File: config.mk
export PLATFORM = sky130hd
export DESIGN_NAME = joycon_scan_ctrl_flat
export DESIGN_NICKNAME = d
export VERILOG_FILES = /design/src/rtl/joycon_scan_ctrl_if.sv /design/src/rtl/joycon_scan_ctrl.sv /design/src/flat_wrapper.sv
export SDC_FILE = /design/constraint.sdc
export NUM_CORES = 1
export LEC_CHECK = 0
export ABC_AREA = 0
export CAP_MARGIN = 20
export CORE_UTILIZATION = 58
export DETAILED_ROUTE_END_ITERATION = 10
export PLACE_DENSITY = 0.86
export SLEW_MARGIN = 20
export SYNTH_ARGS = -nofsm -noshare
export SYNTH_HDL_FRONTEND = slang
export SYNTH_SLANG_ARGS = --single-unit
File: constraint.sdc
create_clock -name clk -period 5.9 [get_ports clk]
set_clock_uncertainty 0.15 [all_clocks]
set_input_delay 1.18 -clock clk [delete_from_list [all_inputs] [get_ports clk]]
set_output_delay 1.18 -clock clk [all_outputs]
set_load 0.005 [all_outputs]
File: src/rtl/joycon_scan_ctrl_if.sv
// joycon_scan_ctrl_if: CPU memory-mapped I/O bus seen by the joypad controller.
// cpu_addr     16  bus address
// cpu_data_in   8  write data (only bit 0 is meaningful to the pads)
// cpu_write_en  1  one-cycle write strobe
// cpu_read_en   1  one-cycle read strobe
// cpu_data_out  8  read data returned by the controller
// master = CPU side, slave = controller side.
interface joycon_scan_ctrl_if;
  logic [15:0] cpu_addr;
  logic [7:0] cpu_data_in;
  logic cpu_write_en;
  logic cpu_read_en;
  logic [7:0] cpu_data_out;
  modport master(output cpu_addr, cpu_data_in, cpu_write_en, cpu_read_en, input cpu_data_out);
  modport slave(input cpu_addr, cpu_data_in, cpu_write_en, cpu_read_en, output cpu_data_out);
endinterface

File: src/rtl/joycon_scan_ctrl.sv
// joycon_scan_ctrl: periodic two-port NES pad scanner with $4016/$4017 CPU read protocol.
// clk, rst          clock; asynchronous active-low reset
// bus (slave)       CPU address/data/strobes, registered read data
// pad_latch/pad_clk registered pad control lines, never high together
// pad_data[1:0]     active-low serial pad data ([0]=port 1, [1]=port 2)
// pad1/pad2_state   committed button bytes, active-high
// scan_done         one-cycle pulse after each COMMIT
// Optional: JOYCON_DEBOUNCE_EN commits a port only when two consecutive scans agree.
module joycon_scan_ctrl #(
  parameter int CLK_DIV = 6,
  parameter int SCAN_PERIOD = 50000,
  parameter logic [15:0] P1_ADDR = 16'h4016,
  parameter logic [15:0] P2_ADDR = 16'h4017
) (
  input logic clk,
  input logic rst,
  joycon_scan_ctrl_if.slave bus,
  output logic pad_latch,
  output logic pad_clk,
  input logic [1:0] pad_data,
  output logic [7:0] pad1_state,
  output logic [7:0] pad2_state,
  output logic scan_done
);
  localparam int MAXC = SCAN_PERIOD > 2 * CLK_DIV ? SCAN_PERIOD : 2 * CLK_DIV;
  localparam int CW = $clog2(MAXC + 1);
  typedef enum logic [2:0] {IDLE, LATCH, WAIT0, CLK_HI, CLK_LO, COMMIT} state_t;
  state_t state, nxt;
  logic [CW-1:0] cnt, lim;
  logic [2:0] nbit;
  logic cnt_end, smp;
  logic [1:0] sync0, sync1;
  logic [7:0] raw1, raw2, sh1, sh2;
  logic strobe, rd1, rd2, wr1;
  logic unused_data;
`ifdef JOYCON_DEBOUNCE_EN
  logic [7:0] prev1, prev2;
  logic prev_ok;
`endif
  assign unused_data = ^bus.cpu_data_in[7:1];
  // nbit counts bits already captured, so the CLK_LO that sees 7 takes the last one.
  always_comb begin
    lim = state == IDLE ? CW'(SCAN_PERIOD - 1) : state == LATCH ? CW'(2 * CLK_DIV - 1) : CW'(CLK_DIV - 1);
    cnt_end = cnt == lim;
    smp = cnt_end && (state == WAIT0 || state == CLK_LO);
    nxt = state == COMMIT ? IDLE : !cnt_end ? state : state == IDLE ? LATCH :
          state == LATCH ? WAIT0 : state == WAIT0 ? CLK_HI : state == CLK_HI ? CLK_LO :
          nbit == 3'd7 ? COMMIT : CLK_HI;
    rd1 = bus.cpu_read_en && bus.cpu_addr == P1_ADDR;
    rd2 = bus.cpu_read_en && bus.cpu_addr == P2_ADDR;
    wr1 = bus.cpu_write_en && bus.cpu_addr == P1_ADDR;
  end
  always_ff @(posedge clk or negedge rst)
    if (!rst) begin
      state <= IDLE;
      cnt <= '0;
      nbit <= '0;
    end else begin
      state <= nxt;
      cnt <= nxt != state ? '0 : cnt + 1'b1;
      nbit <= state == LATCH ? 3'd0 : smp ? nbit + 3'd1 : nbit;
    end
  // Bits arrive A first; shifting in at the MSB leaves A in bit 0 after eight samples.
  always_ff @(posedge clk or negedge rst)
    if (!rst) begin
      sync0 <= '0;
      sync1 <= '0;
      raw1 <= '0;
      raw2 <= '0;
      pad_latch <= 1'b0;
      pad_clk <= 1'b0;
      scan_done <= 1'b0;
      pad1_state <= '0;
      pad2_state <= '0;
`ifdef JOYCON_DEBOUNCE_EN
      prev1 <= '0;
      prev2 <= '0;
      prev_ok <= 1'b0;
`endif
    end else begin
      sync0 <= pad_data;
      sync1 <= sync0;
      if (smp) begin
        raw1 <= {~sync1[0], raw1[7:1]};
        raw2 <= {~sync1[1], raw2[7:1]};
      end
      pad_latch <= nxt == LATCH;
      pad_clk <= nxt == CLK_HI;
      scan_done <= state == COMMIT;
      if (state == COMMIT) begin
`ifdef JOYCON_DEBOUNCE_EN
        if (prev_ok && raw1 == prev1) pad1_state <= raw1;
        if (prev_ok && raw2 == prev2) pad2_state <= raw2;
        prev1 <= raw1;
        prev2 <= raw2;
        prev_ok <= 1'b1;
`else
        pad1_state <= raw1;
        pad2_state <= raw2;
`endif
      end
    end
  // Shift registers fill with 1s so reads past the eighth bit return 1.
  always_ff @(posedge clk or negedge rst)
    if (!rst) begin
      strobe <= 1'b0;
      sh1 <= '0;
      sh2 <= '0;
      bus.cpu_data_out <= '0;
    end else begin
      if (wr1) strobe <= bus.cpu_data_in[0];
      sh1 <= strobe ? pad1_state : rd1 && !wr1 ? {1'b1, sh1[7:1]} : sh1;
      sh2 <= strobe ? pad2_state : rd2 ? {1'b1, sh2[7:1]} : sh2;
      bus.cpu_data_out <= rd1 ? {7'b0, sh1[0]} : rd2 ? {7'b0, sh2[0]} : bus.cpu_data_out;
    end
endmodule

File: src/flat_wrapper.sv
// flat-port wrapper written by rule: the top's interface ports become plain ports
module joycon_scan_ctrl_flat 
#(
  parameter int CLK_DIV = 6,
  parameter int SCAN_PERIOD = 50000,
  parameter logic [15:0] P1_ADDR = 16'h4016,
  parameter logic [15:0] P2_ADDR = 16'h4017
)
  (clk, rst, pad_latch, pad_clk, pad_data, pad1_state, pad2_state, scan_done, bus_cpu_addr, bus_cpu_data_in, bus_cpu_write_en, bus_cpu_read_en, bus_cpu_data_out);
  joycon_scan_ctrl_if bus_i ();
  input logic clk;
  input logic rst;
  output logic pad_latch;
  output logic pad_clk;
  input logic [1:0] pad_data;
  output logic [7:0] pad1_state;
  output logic [7:0] pad2_state;
  output logic scan_done;
  input wire logic [$bits(bus_i.cpu_addr)-1:0] bus_cpu_addr;
  input wire logic [$bits(bus_i.cpu_data_in)-1:0] bus_cpu_data_in;
  input wire logic [$bits(bus_i.cpu_write_en)-1:0] bus_cpu_write_en;
  input wire logic [$bits(bus_i.cpu_read_en)-1:0] bus_cpu_read_en;
  output wire logic [$bits(bus_i.cpu_data_out)-1:0] bus_cpu_data_out;
  assign bus_i.cpu_addr = bus_cpu_addr;
  assign bus_i.cpu_data_in = bus_cpu_data_in;
  assign bus_i.cpu_write_en = bus_cpu_write_en;
  assign bus_i.cpu_read_en = bus_cpu_read_en;
  assign bus_cpu_data_out = bus_i.cpu_data_out;
  joycon_scan_ctrl #(.CLK_DIV(CLK_DIV), .SCAN_PERIOD(SCAN_PERIOD), .P1_ADDR(P1_ADDR), .P2_ADDR(P2_ADDR)) u_core (.clk(clk), .rst(rst), .bus(bus_i), .pad_latch(pad_latch), .pad_clk(pad_clk), .pad_data(pad_data), .pad1_state(pad1_state), .pad2_state(pad2_state), .scan_done(scan_done));
endmodule
==> results of run 1 <==
## worst max-delay path by stage
stage / slack, ns / end / cells after the start / startpoint
after CTS: 2.97 / u_core.sh1[2]$_DFFE_PN0P_ / 6 / bus_cpu_addr[9]
after global placement: 2.73 / u_core.sh2[6]$_DFFE_PN0P_ / 6 / bus_cpu_addr[9]
after detailed placement: 2.61 / u_core.sh2[2]$_DFFE_PN0P_ / 6 / bus_cpu_addr[9]
final: 2.96 / u_core.sh1[2]$_DFFE_PN0P_ / 6 / bus_cpu_addr[9]
after floorplan: 3.30 / u_core.sh2[3]$_DFFE_PN0P_ / 6 / bus_cpu_addr[9]
after global routing: 2.84 / u_core.sh1[2]$_DFFE_PN0P_ / 6 / bus_cpu_addr[9]
## report_power, final
group / total [mW] / switching, mW / internal [mW] / leakage, nW
registers: 0.544 / 0.00108 / 0.543 / 0.997
logic: 0.0290 / 0.0148 / 0.0142 / 0.796
clock network: 0.395 / 0.191 / 0.204 / 0.0944
## flip-flops by register name, indices dropped and copies added (netlist names), 2 cells and up
signal and count:
u_core.cnt 16, u_core.sync0 2, u_core.pad2_state 8, u_core.raw1 8
u_core.nbit 3, u_core.sh2 8, u_core.raw2 8, u_core.state 3
u_core.sync1 2, u_core.sh1 8, u_core.pad1_state 8
## layer usage
metal,vias up,GRT usage (%)
met4,0,12.3
met5,-,0
met1,1164,29.1
met2,66,34.3
li1,1155,-
met3,15,6.63
## worst max-delay path: cells and delay by family
| family | cells | cell delay (ns) |
|---|---|---|
| simple gates | 3 | 0.99 |
| buf+inv | 1 | 0.41 |
| mux | 1 | 0.27 |
| compound gates | 1 | 0.12 |
## cells by family (layout without fill, tap and decap cells)
| group | Yosys count | in the layout | share of synthesized area (%) |
|---|---|---|---|
| simple gates | 99 | 99 | 14.7 |
| flops | 79 | 79 | 54.1 |
| mux | 50 | 50 | 15.7 |
| compound gates | 40 | 40 | 6.78 |
| buf+inv | 25 | 64 | 4.24 |
| xor+xnor | 14 | 14 | 3.35 |
| fa+ha+maj | 3 | 3 | 1.03 |
| other cells | 1 | 7 | 0.103 |
## synthesized netlist by cell type (2+ instances only)
| cell type | n | area, µm² |
|---|---|---|
| mux2_2 | 24 | 270 |
| nor3b_1 | 3 | 22.5 |
| nor3_1 | 7 | 35.0 |
| nand3_1 | 6 | 30.0 |
| nand4_1 | 4 | 25.0 |
| a21oi_1 | 6 | 30.0 |
| a21o_1 | 2 | 15.0 |
| buf_2 | 3 | 15.0 |
| xnor2_1 | 10 | 87.6 |
| nand2b_1 | 4 | 25.0 |
| nor4b_1 | 3 | 26.3 |
| dfrtp_1 | 79 | 1980 |
| nand2_1 | 25 | 93.8 |
| mux2_4 | 9 | 135 |
| nor2b_1 | 4 | 25.0 |
| o21ai_0 | 20 | 100 |
| o31ai_1 | 5 | 37.5 |
| ha_1 | 3 | 37.5 |
| or3_1 | 2 | 12.5 |
| clkbuf_1 | 4 | 15.0 |
| nor2_1 | 28 | 105 |
| mux2i_1 | 17 | 170 |
| xor2_1 | 4 | 35.0 |
| inv_1 | 7 | 26.3 |
| buf_4 | 9 | 67.6 |
## cell type report
cell class	count	area, µm²
Clock buffer	10	138
Clock inverter	5	58.8
Fill cell	416	1730
Inverter	7	26.3
Multi-Input combinational cell	213	1550
Sequential cell	79	1980
Tap cell	75	93.8
Timing Repair Buffer	42	418
==> impl_metrics.tcl, run 1 <==
set metrics [dict create \
    hold_path_end "u_core.sync1[0]$_DFF_PN0_" \
    wl_met1_um 3040 \
    cts_tree "built" \
    syn_avg_cell_area_um2 11.8 \
    tightest_slew_ns 0.945 \
    grtUsageTotal_pct 22.6 \
    synthCells 311 \
    vias 2400 \
    drcViolationCount 0 \
    numPortBuffers 42 \
    end_kind "register" \
    topRoutingLayerUsed "met4" \
    synth_area_um2 3660 \
    rsz0062_at_grt "no" \
    hold_path_class "register to register" \
    yosysWarnings 0 \
    cts_num_sinks 79 \
    grt_pass1_vias 2301 \
    p_leak_nw 1.89 \
    holdPathStages 0 \
    startpoint_type "input port" \
    dr_wl_met3_um 386 \
    die_h_um 81.4 \
    status "completed" \
    grt_first_pass_wirelength_um 10900 \
    core_um2 5990 \
    wl_met2_um 3050 \
    synth_edf_count 0 \
    diodes 0 \
    reg2reg_depth 5 \
    slew_viol_final 0 \
    finalSetupTns_ns 0 \
    dpl-instance-area_um2 4060 \
    hold_path_startpoint "u_core.sync0[0]$_DFF_PN0_" \
    ys_ff_latch 79 \
    max_stage_delay_ns 0.41 \
    dp_cells 416 \
    cts-resized-gates 0 \
    drt_first_pass_iters 4 \
    h-tree-depth 3 \
    setup_ws_ns 2.96 \
    overflow 0 \
    design.portCount 57 \
    max_freq_mhz 340 \
    hold_viol 0 \
    area_growth_syn_to_layout_pct 16.5 \
    antenna_found_initial 0 \
    post_drt_wl_per_cell_um 15.4 \
    final-setup-viol-count 0 \
    async_flop_share_pct 100 \
    holdWs_ns 0.200 \
    rows 28 \
    crit_fanout 7 \
    post_cts_buffers 0 \
    r2r_slack_ns 3.45 \
    ys_types 48 \
    totalWireLength_um 6630 \
    cts.path.max_buffers 2 \
    power_density_nw_per_um2 227 \
    grt_max_degree 80 \
    drv_cap 0 \
    fp.dieArea_um2 6630 \
    cts.clk_slew.worst_paths_ns 0.08 \
    post-route-util_pct 71.1 \
    numCtsBuffers 9 \
    totalPowerFinal_mw 0.968 \
    clk_latency_ns 0.35 \
    ys_seq_area_share_pct 54.1 \
    num-nets-final 385 \
    period_share_pct 49.8 \
    drt-initial-drc-count 164 \
    final_common_cell "dfrtp_1" \
    start_util_pct 61.0 \
    via_per_inst 5.57 \
    slew_headroom_pct 37.0 \
    slowest_stage "clkdlybuf4s50_1" \
    cts_root_buffer "clkbuf_8" \
    cp.arrival_ns 2.98 \
    pre_cts_ws_ns 2.61 \
    final_area_um2 4260 \
    path_cells "clkdlybuf4s50_1 -> nor4_2 -> and4b_1 -> nand2_1 -> mux2i_1 -> o21ai_0" \
    synth_ff_type "dfrtp_1" \
    r2r-start "u_core.state[2]$_DFF_PN0_" \
    final_cell_mix "dfrtp_1, clkdlybuf4s50_1, nor2_1" \
    die_w_um 81.4 \
    required_ns 5.94 \
    gp_congestion 0.765 \
    crit_type "input port to register" \
    dp_hpwl_um 4500 \
    period_minus_slack_ns 2.94 \
    ir_worst_vdd_mv 0.149 \
    ant_nets 0 \
    drive_above_1_share_pct 16.3 \
    final_cell_count_no_fill 431 \
    ctsHoldBuffers 0 \
    reg2reg_to "u_core.raw1[4]$_DFFE_PN0P_" \
]
No activity file was read; power rests on OpenSTA's default activity.
==> inputs of run 2 (changes only) <==
--- a/config.mk
+++ b/config.mk
@@ -7,9 +7,9 @@
 export LEC_CHECK = 0
 export ABC_AREA = 0
 export CAP_MARGIN = 20
-export CORE_UTILIZATION = 58
+export CORE_UTILIZATION = 54
 export DETAILED_ROUTE_END_ITERATION = 10
-export PLACE_DENSITY = 0.86
+export PLACE_DENSITY = 0.81
 export SLEW_MARGIN = 20
 export SYNTH_ARGS = -nofsm -noshare
 export SYNTH_HDL_FRONTEND = slang
==> constraint.sdc (replaced) <==
create_clock -name clk -period 2.95 [get_ports clk]
set_clock_uncertainty 0.15 [all_clocks]
set_input_delay 0.59 -clock clk [delete_from_list [all_inputs] [get_ports clk]]
set_output_delay 0.59 -clock clk [all_outputs]
set_load 0.005 [all_outputs]
==> run 2 against run 1 <==
Critical path depth fell by 1. Final cell count rose by 0.93%. Sequential share of layout area fell by 0.12 points. Worst setup slack got worse by 2.4 ns. Clock power rose by 100%. Non-clock buffer count rose by 1. Largest cell class unchanged. Hold slack improved by 0.0046 ns. The flow now finishes with violations (design-rule violations). Power rose by 100%. Design area rose by 0.26%.
==> impl_metrics.tcl, run 2 (synthesis gave the netlist of run 1 again) <==
set metrics [dict create \
    gp_congestion 0.752 \
    finalSetupTns_ns 0 \
    startpoint_type "register" \
    path_cells "nor3_2 -> a21oi_1 -> a211o_4 -> nor2_8 -> mux2_2" \
    cts_root_buffer "clkbuf_8" \
    antenna_found_initial 0 \
    final-setup-viol-count 0 \
    diodes 0 \
    grtUsageTotal_pct 20.3 \
    grt_pass1_vias 2317 \
    dp_hpwl_um 4330 \
    post_drt_wl_per_cell_um 14.8 \
    drt_first_pass_iters 7 \
    drive_above_1_share_pct 16.5 \
    violations "design-rule violations" \
    grt_first_pass_wirelength_um 11200 \
    h-tree-depth 3 \
    cts-resized-gates 0 \
    swShare_pct 21.4 \
    p_leak_nw 1.90 \
    clk_latency_ns 0.34 \
    dpl-instance-area_um2 4070 \
    fp.dieArea_um2 7100 \
    rows 29 \
    start_util_pct 56.6 \
    rsz0062_at_grt "no" \
    final_area_um2 4270 \
    cts_tree "built" \
    cts.path.max_buffers 2 \
    drcViolationCount 14 \
    slew_viol_final 0 \
    drv_cap 0 \
    totalPowerFinal_mw 1.94 \
    via_per_inst 5.54 \
    largest_reg_flops 16 \
    vias 2412 \
    hold_path_class "register to register" \
    crit_type "register to register" \
    final_common_cell "dfrtp_1" \
    cts_num_sinks 79 \
    p_comb_share_pct 3.0 \
    hold_viol 0 \
    post_cts_buffers 0 \
    power.internal_mw 1.53 \
    ir_worst_vdd_mv 0.322 \
    pwr-share-seq_pct 56.0 \
    cp.arrival_ns 2.50 \
    slew_headroom_pct 36.1 \
    period_minus_slack_ns 2.42 \
    numPortBuffers 42 \
    grt_max_degree 80 \
    switchingPower_mw 0.415 \
    tightest_slew_ns 0.958 \
    area_growth_syn_to_layout_pct 16.8 \
    die_h_um 84.3 \
    final_cell_mix "dfrtp_1, clkdlybuf4s50_1, nor2_1" \
    ant_nets 0 \
    die_w_um 84.3 \
    max_stage_delay_ns 0.53 \
    end_kind "register" \
    power_density_nw_per_um2 456 \
    drt-initial-drc-count 171 \
    overflow 0 \
    max_freq_mhz 414 \
    period_share_pct 81.9 \
    numCtsBuffers 9 \
    required_ns 3.04 \
    power.share.clock_pct 41.1 \
    totalWireLength_um 6450 \
    final_cell_count_no_fill 435 \
    slowest_stage "dfrtp_1" \
    ctsHoldBuffers 0 \
    dp_cells 419 \
    design.portCount 57 \
    status "finished, violations left" \
    num-nets-final 386 \
    n_fill_cell 499 \
    core_um2 6460 \
    top_register "u_core.cnt" \
    crit_fanout 16 \
    cts.clk_slew.worst_paths_ns 0.08 \
]
-- run 2: cell count changes in the layout (fill, tap and decap cells not counted) --
cell	change
clkinv_4	-1
clkinv_2	+1
clkbuf_1	+1
clkinvlp_4	-1
buf_4	+1
inv_6	+1
-- run 2: final timing paths --
check	slack, ns	endpoint	cells past startpoint	start
worst max-delay path	0.53	u_core.raw1[2]$_DFFE_PN0P_	5	u_core.state[2]$_DFF_PN0_
worst min-delay path	0.20	u_core.sync1[0]$_DFF_PN0_	0	u_core.sync0[0]$_DFF_PN0_
worst max register to register	0.53	u_core.raw1[2]$_DFFE_PN0P_	5	u_core.state[2]$_DFF_PN0_
worst min register to register	0.20	u_core.sync1[0]$_DFF_PN0_	0	u_core.sync0[0]$_DFF_PN0_
max in group asynchronous	1.78	u_core.cnt[13]$_DFF_PN0_	1	rst
min in group asynchronous	0.23	u_core.cnt[6]$_DFF_PN0_	1	rst
-- run 2: metrics by stage --
step                      util, %  hold WS [ns]  setup WS [ns]
after global placement       63.0         0.183          0.369
final                        66.1         0.205          0.533
after global routing         66.1         0.213          0.378
after detailed placement     63.0         0.191          0.246
after CTS                    66.1         0.209          0.532
after floorplan                 -         0.144          0.942
-- run 2: cell type report --
class | count | area, µm² | area share [%]
Clock buffer | 11 | 141 | 3.31
Clock inverter | 5 | 56.3 | 1.32
Inverter | 7 | 26.3 | 0.615
Multi-Input combinational cell | 213 | 1550 | 36.2
Sequential cell | 79 | 1980 | 46.3
Tap cell | 77 | 96.3 | 2.26
Timing Repair Buffer | 43 | 425 | 9.96
-- run 2: critical path, delay by kind of cell, from the launching register on --
family          cells  cell delay [ns]
simple gates        2             0.70
compound gates      2             0.53
flops               1             0.53
mux                 1             0.38
-- run 2: power groups by stage --
| stage | sequential, mW | combinational [mW] | clock, mW |
|---|---|---|---|
| 6_report | 1.09 | 0.0575 | 0.798 |
| 4_1_cts | 1.09 | 0.0596 | 0.818 |
| 5_1_grt | 1.09 | 0.0647 | 0.864 |
| 3_3_place_gp | 1.11 | 0.0584 | 0 |
| 3_5_place_dp | 1.11 | 0.0594 | 0 |
| 2_1_floorplan | 1.11 | 0.0138 | 0 |
-- run 2: metal layers --
layer / wire [µm] / global-route usage, % / up-vias
met3: 328 / 4.92 / 11
met1: 3140 / 28.4 / 1192
li1: - / - / 1151
met5: 0 / 0 / -
met4: 97 / 8.78 / 0
met2: 2890 / 30.6 / 58
